**src/rtl/patbuf_pkg.sv**
```systemverilog
//==============================================================================
// Module      : patbuf_pkg
// Description : Shared definitions for the pattern-buffer access arbiter:
//               buffer geometry defaults, requester IDs and the read-return
//               tag carried alongside each outstanding access.
// Revision    : 1.0 - initial release
//==============================================================================
`default_nettype none

package patbuf_pkg;

  localparam int BUFFER_SIZE  = 18;  // fields per buffer
  localparam int NO_BUFS      = 8;   // number of buffers
  localparam int BUFFER_WIDTH = 8;   // field data width

  localparam logic REQ_CORE = 1'b0;
  localparam logic REQ_HOST = 1'b1;

  // One entry per granted access: valid marks a read that owes a response,
  // err marks an out-of-range access whose response data is forced to zero.
  typedef struct packed {
    logic valid;
    logic req_id;
    logic err;
  } rtag_t;

endpackage

`default_nettype wire

```
**src/rtl/patbuf_access_arbiter_if.sv**
```systemverilog
//==============================================================================
// Module      : patbuf_access_arbiter_if
// Description : Requester-side field access port of the pattern-buffer
//               arbiter. One instance per requester (pat core, host loader).
//   req        requester -> arbiter  access request, held until gnt
//   we         requester -> arbiter  1 = write, 0 = read
//   buf_idx    requester -> arbiter  buffer index (3 bits)
//   field_idx  requester -> arbiter  field index (5 bits)
//   wdata      requester -> arbiter  write data
//   gnt        arbiter -> requester  combinational grant
//   rvalid     arbiter -> requester  read data valid, 1-cycle pulse
//   rdata      arbiter -> requester  read data (0 when rvalid is low)
// Modports    : master = requester side, slave = arbiter side
// Revision    : 1.0 - initial release
//==============================================================================
`default_nettype none

interface patbuf_access_arbiter_if #(
  parameter int BUFFER_WIDTH = patbuf_pkg::BUFFER_WIDTH
);

  logic                    req;
  logic                    we;
  logic [2:0]              buf_idx;
  logic [4:0]              field_idx;
  logic [BUFFER_WIDTH-1:0] wdata;
  logic                    gnt;
  logic                    rvalid;
  logic [BUFFER_WIDTH-1:0] rdata;

  modport master (
    output req, we, buf_idx, field_idx, wdata,
    input  gnt, rvalid, rdata
  );

  modport slave (
    input  req, we, buf_idx, field_idx, wdata,
    output gnt, rvalid, rdata
  );

endinterface

`default_nettype wire

```
**src/rtl/patbuf_access_arbiter_rtag_pipe.sv**
```systemverilog
//==============================================================================
// Module      : patbuf_rtag_pipe
// Description : Fixed-depth shift register of read-return tags. A tag
//               entering on tag_in appears on tag_out DEPTH cycles later.
//   clk      in   clock, rising edge
//   reset_n  in   asynchronous active-low reset, empties the pipe
//   tag_in   in   tag for the access granted this cycle
//   tag_out  out  tag whose response is due this cycle
// Revision    : 1.0 - initial release
//==============================================================================
`default_nettype none

module patbuf_rtag_pipe
  import patbuf_pkg::*;
#(
  parameter int DEPTH = 3
) (
  input  logic  clk,
  input  logic  reset_n,
  input  rtag_t tag_in,
  output rtag_t tag_out
);

  rtag_t stage [DEPTH];

  always_ff @(posedge clk or negedge reset_n) begin
    if (!reset_n) begin
      for (int i = 0; i < DEPTH; i++) begin
        stage[i] <= '0;
      end
    end else begin
      stage[0] <= tag_in;
      for (int i = 1; i < DEPTH; i++) begin
        stage[i] <= stage[i-1];
      end
    end
  end

  assign tag_out = stage[DEPTH-1];

endmodule

`default_nettype wire

```
**src/rtl/patbuf_access_arbiter.sv**
```systemverilog
//==============================================================================
// Module      : patbuf_access_arbiter
// Description : Shares the single field read/write port of the pattern
//               buffer between the pat core (normal priority) and the host
//               configuration loader (starvation-protected after MAX_WAIT
//               lost cycles). Bus outputs are registered, every access is
//               range-checked, and read data is routed back to its issuer
//               READ_LATENCY+1 cycles after the grant.
//   clk              in   clock, rising edge
//   reset_n          in   asynchronous active-low reset
//   core             if   pat core request port (slave modport)
//   host             if   host loader request port (slave modport)
//   range_err        out  registered pulse: granted access was out of range
//   bufp_out         out  buffer pointer to pattern buffer
//   fieldp_out       out  read field pointer to pattern buffer
//   fieldwp_out      out  write field pointer to pattern buffer
//   field_in_out     out  write data to pattern buffer
//   field_write_out  out  write strobe, one cycle per write
//   field_byte_in    in   read data from pattern buffer
//   host_grant_cnt   out  (PATBUF_ARB_STATS_EN) saturating host grant count
//   host_force_cnt   out  (PATBUF_ARB_STATS_EN) saturating forced grant count
// Macro       : PATBUF_ARB_STATS_EN adds the two statistics counters.
// Revision    : 1.0 - initial release
//==============================================================================
`default_nettype none

module patbuf_access_arbiter #(
  parameter int BUFFER_SIZE  = patbuf_pkg::BUFFER_SIZE,
  parameter int NO_BUFS      = patbuf_pkg::NO_BUFS,
  parameter int BUFFER_WIDTH = patbuf_pkg::BUFFER_WIDTH,
  parameter int READ_LATENCY = 2,
  parameter int MAX_WAIT     = 4
) (
  input  logic                    clk,
  input  logic                    reset_n,
  patbuf_access_arbiter_if.slave  core,
  patbuf_access_arbiter_if.slave  host,
  output logic                    range_err,
  output logic [2:0]              bufp_out,
  output logic [4:0]              fieldp_out,
  output logic [4:0]              fieldwp_out,
  output logic [BUFFER_WIDTH-1:0] field_in_out,
  output logic                    field_write_out,
  input  logic [BUFFER_WIDTH-1:0] field_byte_in
`ifdef PATBUF_ARB_STATS_EN
  ,
  output logic [15:0]             host_grant_cnt,
  output logic [15:0]             host_force_cnt
`endif
);

  import patbuf_pkg::*;

  localparam int                WAIT_W   = $clog2(MAX_WAIT + 1);
  localparam logic [WAIT_W-1:0] WAIT_MAX = WAIT_W'(MAX_WAIT);

  logic [WAIT_W-1:0]       wait_cnt;
  logic                    wait_expired;
  logic                    core_gnt;
  logic                    host_gnt;
  logic                    any_gnt;
  logic                    sel_we;
  logic [2:0]              sel_buf;
  logic [4:0]              sel_field;
  logic [BUFFER_WIDTH-1:0] sel_wdata;
  logic                    sel_err;
  rtag_t                   tag_in;
  rtag_t                   tag_out;
  logic [BUFFER_WIDTH-1:0] ret_data;

  // Core has priority unless the host has already lost MAX_WAIT cycles.
  always_comb begin
    wait_expired = (wait_cnt == WAIT_MAX);
    host_gnt     = host.req && (!core.req || wait_expired);
    core_gnt     = core.req && !host_gnt;
    any_gnt      = core_gnt || host_gnt;
  end

  assign core.gnt = core_gnt;
  assign host.gnt = host_gnt;

  always_comb begin
    sel_we    = core.we;
    sel_buf   = core.buf_idx;
    sel_field = core.field_idx;
    sel_wdata = core.wdata;
    if (host_gnt) begin
      sel_we    = host.we;
      sel_buf   = host.buf_idx;
      sel_field = host.field_idx;
      sel_wdata = host.wdata;
    end
    sel_err = (32'(sel_buf) >= NO_BUFS) || (32'(sel_field) >= BUFFER_SIZE);
  end

  always_ff @(posedge clk or negedge reset_n) begin
    if (!reset_n) begin
      wait_cnt <= '0;
    end else if (host_gnt) begin
      wait_cnt <= '0;
    end else if (host.req && !wait_expired) begin
      wait_cnt <= wait_cnt + 1'b1;
    end
  end

  // Pointers hold between accesses; an out-of-range access leaves the bus
  // untouched and only raises range_err.
  always_ff @(posedge clk or negedge reset_n) begin
    if (!reset_n) begin
      range_err       <= 1'b0;
      bufp_out        <= '0;
      fieldp_out      <= '0;
      fieldwp_out     <= '0;
      field_in_out    <= '0;
      field_write_out <= 1'b0;
    end else begin
      field_write_out <= 1'b0;
      range_err       <= any_gnt && sel_err;
      if (any_gnt && !sel_err) begin
        bufp_out <= sel_buf;
        if (sel_we) begin
          fieldwp_out     <= sel_field;
          field_in_out    <= sel_wdata;
          field_write_out <= 1'b1;
        end else begin
          fieldp_out <= sel_field;
        end
      end
    end
  end

  // Writes push an invalid tag so every slot advances in lock-step with
  // the buffer read pipeline.
  always_comb begin
    tag_in        = '0;
    tag_in.valid  = any_gnt && !sel_we;
    tag_in.req_id = host_gnt ? REQ_HOST : REQ_CORE;
    tag_in.err    = sel_err;
  end

  patbuf_rtag_pipe #(
    .DEPTH   (READ_LATENCY + 1)
  ) u_rtag_pipe (
    .clk     (clk),
    .reset_n (reset_n),
    .tag_in  (tag_in),
    .tag_out (tag_out)
  );

  always_comb begin
    ret_data    = tag_out.err ? '0 : field_byte_in;
    core.rvalid = tag_out.valid && (tag_out.req_id == REQ_CORE);
    host.rvalid = tag_out.valid && (tag_out.req_id == REQ_HOST);
    core.rdata  = core.rvalid ? ret_data : '0;
    host.rdata  = host.rvalid ? ret_data : '0;
  end

`ifdef PATBUF_ARB_STATS_EN
  // A host grant while the core is also requesting can only be a forced one.
  always_ff @(posedge clk or negedge reset_n) begin
    if (!reset_n) begin
      host_grant_cnt <= '0;
      host_force_cnt <= '0;
    end else begin
      if (host_gnt && (host_grant_cnt != 16'hFFFF)) begin
        host_grant_cnt <= host_grant_cnt + 16'd1;
      end
      if (host_gnt && core.req && (host_force_cnt != 16'hFFFF)) begin
        host_force_cnt <= host_force_cnt + 16'd1;
      end
    end
  end
`endif

endmodule

`default_nettype wire

```
**src/flat_wrapper.sv**
```systemverilog
// flat-port wrapper written by rule: the top's interface ports become plain ports
module patbuf_access_arbiter_flat import patbuf_pkg::*;
#(
  parameter int BUFFER_SIZE  = patbuf_pkg::BUFFER_SIZE,
  parameter int NO_BUFS      = patbuf_pkg::NO_BUFS,
  parameter int BUFFER_WIDTH = patbuf_pkg::BUFFER_WIDTH,
  parameter int READ_LATENCY = 2,
  parameter int MAX_WAIT     = 4
)
  (clk, reset_n, range_err, bufp_out, fieldp_out, fieldwp_out, field_in_out, field_write_out, field_byte_in, core_req, core_we, core_buf_idx, core_field_idx, core_wdata, core_gnt, core_rvalid, core_rdata, host_req, host_we, host_buf_idx, host_field_idx, host_wdata, host_gnt, host_rvalid, host_rdata);
  patbuf_access_arbiter_if #(.BUFFER_WIDTH(BUFFER_WIDTH)) core_i ();
  patbuf_access_arbiter_if #(.BUFFER_WIDTH(BUFFER_WIDTH)) host_i ();
  input  logic clk;
  input  logic reset_n;
  output logic range_err;
  output logic [2:0] bufp_out;
  output logic [4:0] fieldp_out;
  output logic [4:0] fieldwp_out;
  output logic [BUFFER_WIDTH-1:0] field_in_out;
  output logic field_write_out;
  input  logic [BUFFER_WIDTH-1:0] field_byte_in;
  input wire logic [$bits(core_i.req)-1:0] core_req;
  input wire logic [$bits(core_i.we)-1:0] core_we;
  input wire logic [$bits(core_i.buf_idx)-1:0] core_buf_idx;
  input wire logic [$bits(core_i.field_idx)-1:0] core_field_idx;
  input wire logic [$bits(core_i.wdata)-1:0] core_wdata;
  output wire logic [$bits(core_i.gnt)-1:0] core_gnt;
  output wire logic [$bits(core_i.rvalid)-1:0] core_rvalid;
  output wire logic [$bits(core_i.rdata)-1:0] core_rdata;
  input wire logic [$bits(host_i.req)-1:0] host_req;
  input wire logic [$bits(host_i.we)-1:0] host_we;
  input wire logic [$bits(host_i.buf_idx)-1:0] host_buf_idx;
  input wire logic [$bits(host_i.field_idx)-1:0] host_field_idx;
  input wire logic [$bits(host_i.wdata)-1:0] host_wdata;
  output wire logic [$bits(host_i.gnt)-1:0] host_gnt;
  output wire logic [$bits(host_i.rvalid)-1:0] host_rvalid;
  output wire logic [$bits(host_i.rdata)-1:0] host_rdata;
  assign core_i.req = core_req;
  assign core_i.we = core_we;
  assign core_i.buf_idx = core_buf_idx;
  assign core_i.field_idx = core_field_idx;
  assign core_i.wdata = core_wdata;
  assign core_gnt = core_i.gnt;
  assign core_rvalid = core_i.rvalid;
  assign core_rdata = core_i.rdata;
  assign host_i.req = host_req;
  assign host_i.we = host_we;
  assign host_i.buf_idx = host_buf_idx;
  assign host_i.field_idx = host_field_idx;
  assign host_i.wdata = host_wdata;
  assign host_gnt = host_i.gnt;
  assign host_rvalid = host_i.rvalid;
  assign host_rdata = host_i.rdata;
  patbuf_access_arbiter #(.BUFFER_SIZE(BUFFER_SIZE), .NO_BUFS(NO_BUFS), .BUFFER_WIDTH(BUFFER_WIDTH), .READ_LATENCY(READ_LATENCY), .MAX_WAIT(MAX_WAIT)) u_core (.clk(clk), .reset_n(reset_n), .core(core_i), .host(host_i), .range_err(range_err), .bufp_out(bufp_out), .fieldp_out(fieldp_out), .fieldwp_out(fieldwp_out), .field_in_out(field_in_out), .field_write_out(field_write_out), .field_byte_in(field_byte_in));
endmodule
```
**config.mk**
```make
export PLATFORM = sky130hd
export DESIGN_NAME = patbuf_access_arbiter_flat
export DESIGN_NICKNAME = d
export VERILOG_FILES = /design/src/rtl/patbuf_pkg.sv /design/src/rtl/patbuf_access_arbiter_if.sv /design/src/rtl/patbuf_access_arbiter_rtag_pipe.sv /design/src/rtl/patbuf_access_arbiter.sv /design/src/flat_wrapper.sv
export SDC_FILE = /design/constraint.sdc
export NUM_CORES = 1
export LEC_CHECK = 0
export CAP_MARGIN = 10
export CORE_MARGIN = 2
export CORE_UTILIZATION = 26
export DETAILED_ROUTE_END_ITERATION = 16
export PLACE_DENSITY_LB_ADDON = 0.1
export RECOVER_POWER = 25
export SLEW_MARGIN = 20
export SYNTH_ARGS = -nofsm -noshare
export SYNTH_HDL_FRONTEND = slang
export SYNTH_SLANG_ARGS = --single-unit
```
**constraint.sdc**
```tcl
create_clock -name clk -period 4.3 [get_ports clk]
set_clock_uncertainty 0.15 [all_clocks]
set_input_delay 0.43 -clock clk [delete_from_list [all_inputs] [get_ports clk]]
set_output_delay 0.43 -clock clk [all_outputs]
set_load 0.02 [all_outputs]
```
==> out/qor.yml <==
cts.root.buffer_cell: "clkbuf_8"
synthArstFlopShare_pct: 100
yosysWarnings: 0
fin_area_mm2: 0.00279
start_kind: "input pin"
utilization_pct: 43.2
drv_slew: 36
max_slew_margin_pct: -25.9
vdd_drop_max_uv: 251
grt_pass1_vias: 1290
syn_nets: 188
synth.distinct_cells: 28
antenna_found_initial: 0
syn_area_mm2: 0.00176
fp-row-count: 29
coreArea_mm2: 0.00646
p_int_mw: 0.716
die-height_um: 86.2
cts_tree: "built"
p_leak_nw: 1.16
synth_common_cells: "dfrtp_1, mux2_2, nor2_1"
antenna_left: 0
syn_inst: 140
worstPathArrival_ps: 2250
die_w_um: 86.2
setup_viol: 0
p_clk_share_pct: 21.8
synth_top_cell_by_area: "dfrtp_1"
drc: 0
vias_per_cell: 4.38
grt_util_met3_pct: 4.57
cts-hold-fix-buffers: 0
wl_per_cell_um: 13.1
hold_viol: 0
endpoint_kind: "output pin"
ys_seq_area_share_pct: 49.8
drtIter0Drc: 46
pwr-share-comb_pct: 37.2
io_pins: 89
drive_gt1_share_pct: 22.0
cts_htree_levels: 2
grt_max_degree: 36
grt_usage_pct: 10.9
synth_edf_count: 0
seqPwrFrac_pct: 41.0
clock-sinks: 35
tightest_slew_ps: 1890
start_util_pct: 27.2
p_per_area_mw_per_mm2: 368
portBuffers: 88
post-route-period-util_pct: 65.9
synthFlopType: "dfrtp_1"
avgSynthCellArea_um2: 12.6
status: "complete, but fails checks"
cts_setup_buffers: 0
fin_hold_ws_ps: 200
cp_max_fo: 17
synth_seq_cells: 35
antenna_cells: 0
p_switching_mw: 0.310
yosysMostFrequentCell: "dfrtp_1"
use_met1_pct: 13.9
crit_type: "input pin to output pin"
fmax_ghz: 0.353
vias: 1354
die-area_mm2: 0.00743
met2_usage_pct: 16.1
violations: "capacitance limit, slew limit"
cts_inserted_buffers: 5
rsz0062_at_grt: "false"
firstDrtPassIters: 4
post_cts_resized: 0
yosys-top-cells-area: "dfrtp_1, mux2_2, mux2_4"
grt-busiest-layer: "met2"
clk_latency_ps: 280
hpwl_um: 3040
overflow: 0
yosys.area.top_type_share_pct: 49.8
dpl_cell_area_mm2: 0.00271
swShare_pct: 30.2
routed_wl_um: 4050
hp-class: "register to register"
worst_ep_required_time_ps: 3720
place_congestion: 0.762
syn_to_final_growth_pct: 58.6
clock_path_buffers: 2
min_period_ps: 2830
path_clk_slew_ps: 70
max_cap_viol_count: 1
grt_pass1_wl_um: 6270
tns_ps: 0
fin_nets: 279
[metrics by stage]
stage / cells / setup WS, ps / power, mW
2_1_floorplan: 140 / 2190 / 0.622
3_5_place_dp: 301 / 1240 / 0.812
5_1_grt: 309 / 1350 / 1.09
4_1_cts: 309 / 1430 / 1.05
3_3_place_gp: 301 / 1330 / 0.813
6_report: 309 / 1470 / 1.03
[cell families after synthesis]
kind of cell,count (synthesis),share of synthesized area (%)
buf+inv,12,3.13
simple gates,43,13.0
mux,37,25.2
flops,35,49.8
compound gates,11,7.40
fa+ha+maj,2,1.42
[final cells by class]
cell class / count / area [um^2]
flip-flops and latches: 35 / 876
repair buffers: 88 / 875
clock buffers: 6 / 72.6
fillers: 619 / 3670
multi-input cells: 93 / 827
clock inverters: 2 / 12.5
well taps: 77 / 96.3
inverters: 8 / 30.0
[worst max-delay path: stages]
cell	delay (ps)
clkdlybuf4s50_1	770
nand2_4	280
inv_1	140
clkdlybuf4s50_1	620
[layer usage]
| metal | share of wire [%] | up-vias | wire (um) |
|---|---|---|---|
| met4 | 1.7 | 0 | 68 |
| met5 | 0 | - | 0 |
| met3 | 12 | 8 | 486 |
| met2 | 41 | 70 | 1660 |
| met1 | 45 | 617 | 1840 |
| li1 | - | 659 | - |
[final timing paths]
kind	start	to	slack, ps	depth (start not counted)
max in group asynchronous	reset_n	u_core.fieldp_out[2]	2400	1
hold reg to reg	u_core.u_rtag_pipe.stage[3]	u_core.u_rtag_pipe.tag_out[0]	200	0
setup reg to reg	u_core.wait_cnt[0]	u_core.fieldwp_out[2]	1710	6
hold / removal	u_core.u_rtag_pipe.stage[3]	u_core.u_rtag_pipe.tag_out[0]	200	0
min in group asynchronous	reset_n	u_core.bufp_out[1]	520	1
setup / recovery	host_req	host_gnt	1470	4
[sequential cells by signal (all words and copies together) (netlist names)]
signal	flops
u_core.u_rtag_pipe.tag_out	3
u_core.u_rtag_pipe.stage	6
u_core.field_write_out	1
u_core.fieldp_out	5
u_core.bufp_out	3
u_core.range_err	1
u_core.field_in_out	8
u_core.wait_cnt	3
u_core.fieldwp_out	5
[cells in the final DEF (no fill, tap or decap), types with 3 or more instances in the layout]
master            n
nor2_1           19
nand3_1           4
clkdlybuf4s50_1  87
clkbuf_8          5
mux2_4            8
nand2_1           3
nand2b_1          9
o21ai_0           3
mux2_2           26
dfrtp_1          35
mux2i_1           3
inv_1             8
[power groups by stage]
stage          sequential [mW]  clock, mW  combinational [mW]
5_1_grt                  0.429      0.253               0.406
2_1_floorplan            0.489          0               0.133
3_5_place_dp             0.426          0               0.386
6_report                 0.421      0.223               0.381
3_3_place_gp             0.429          0               0.384
4_1_cts                  0.421      0.238               0.387
Power figures use the tool's default switching activity.
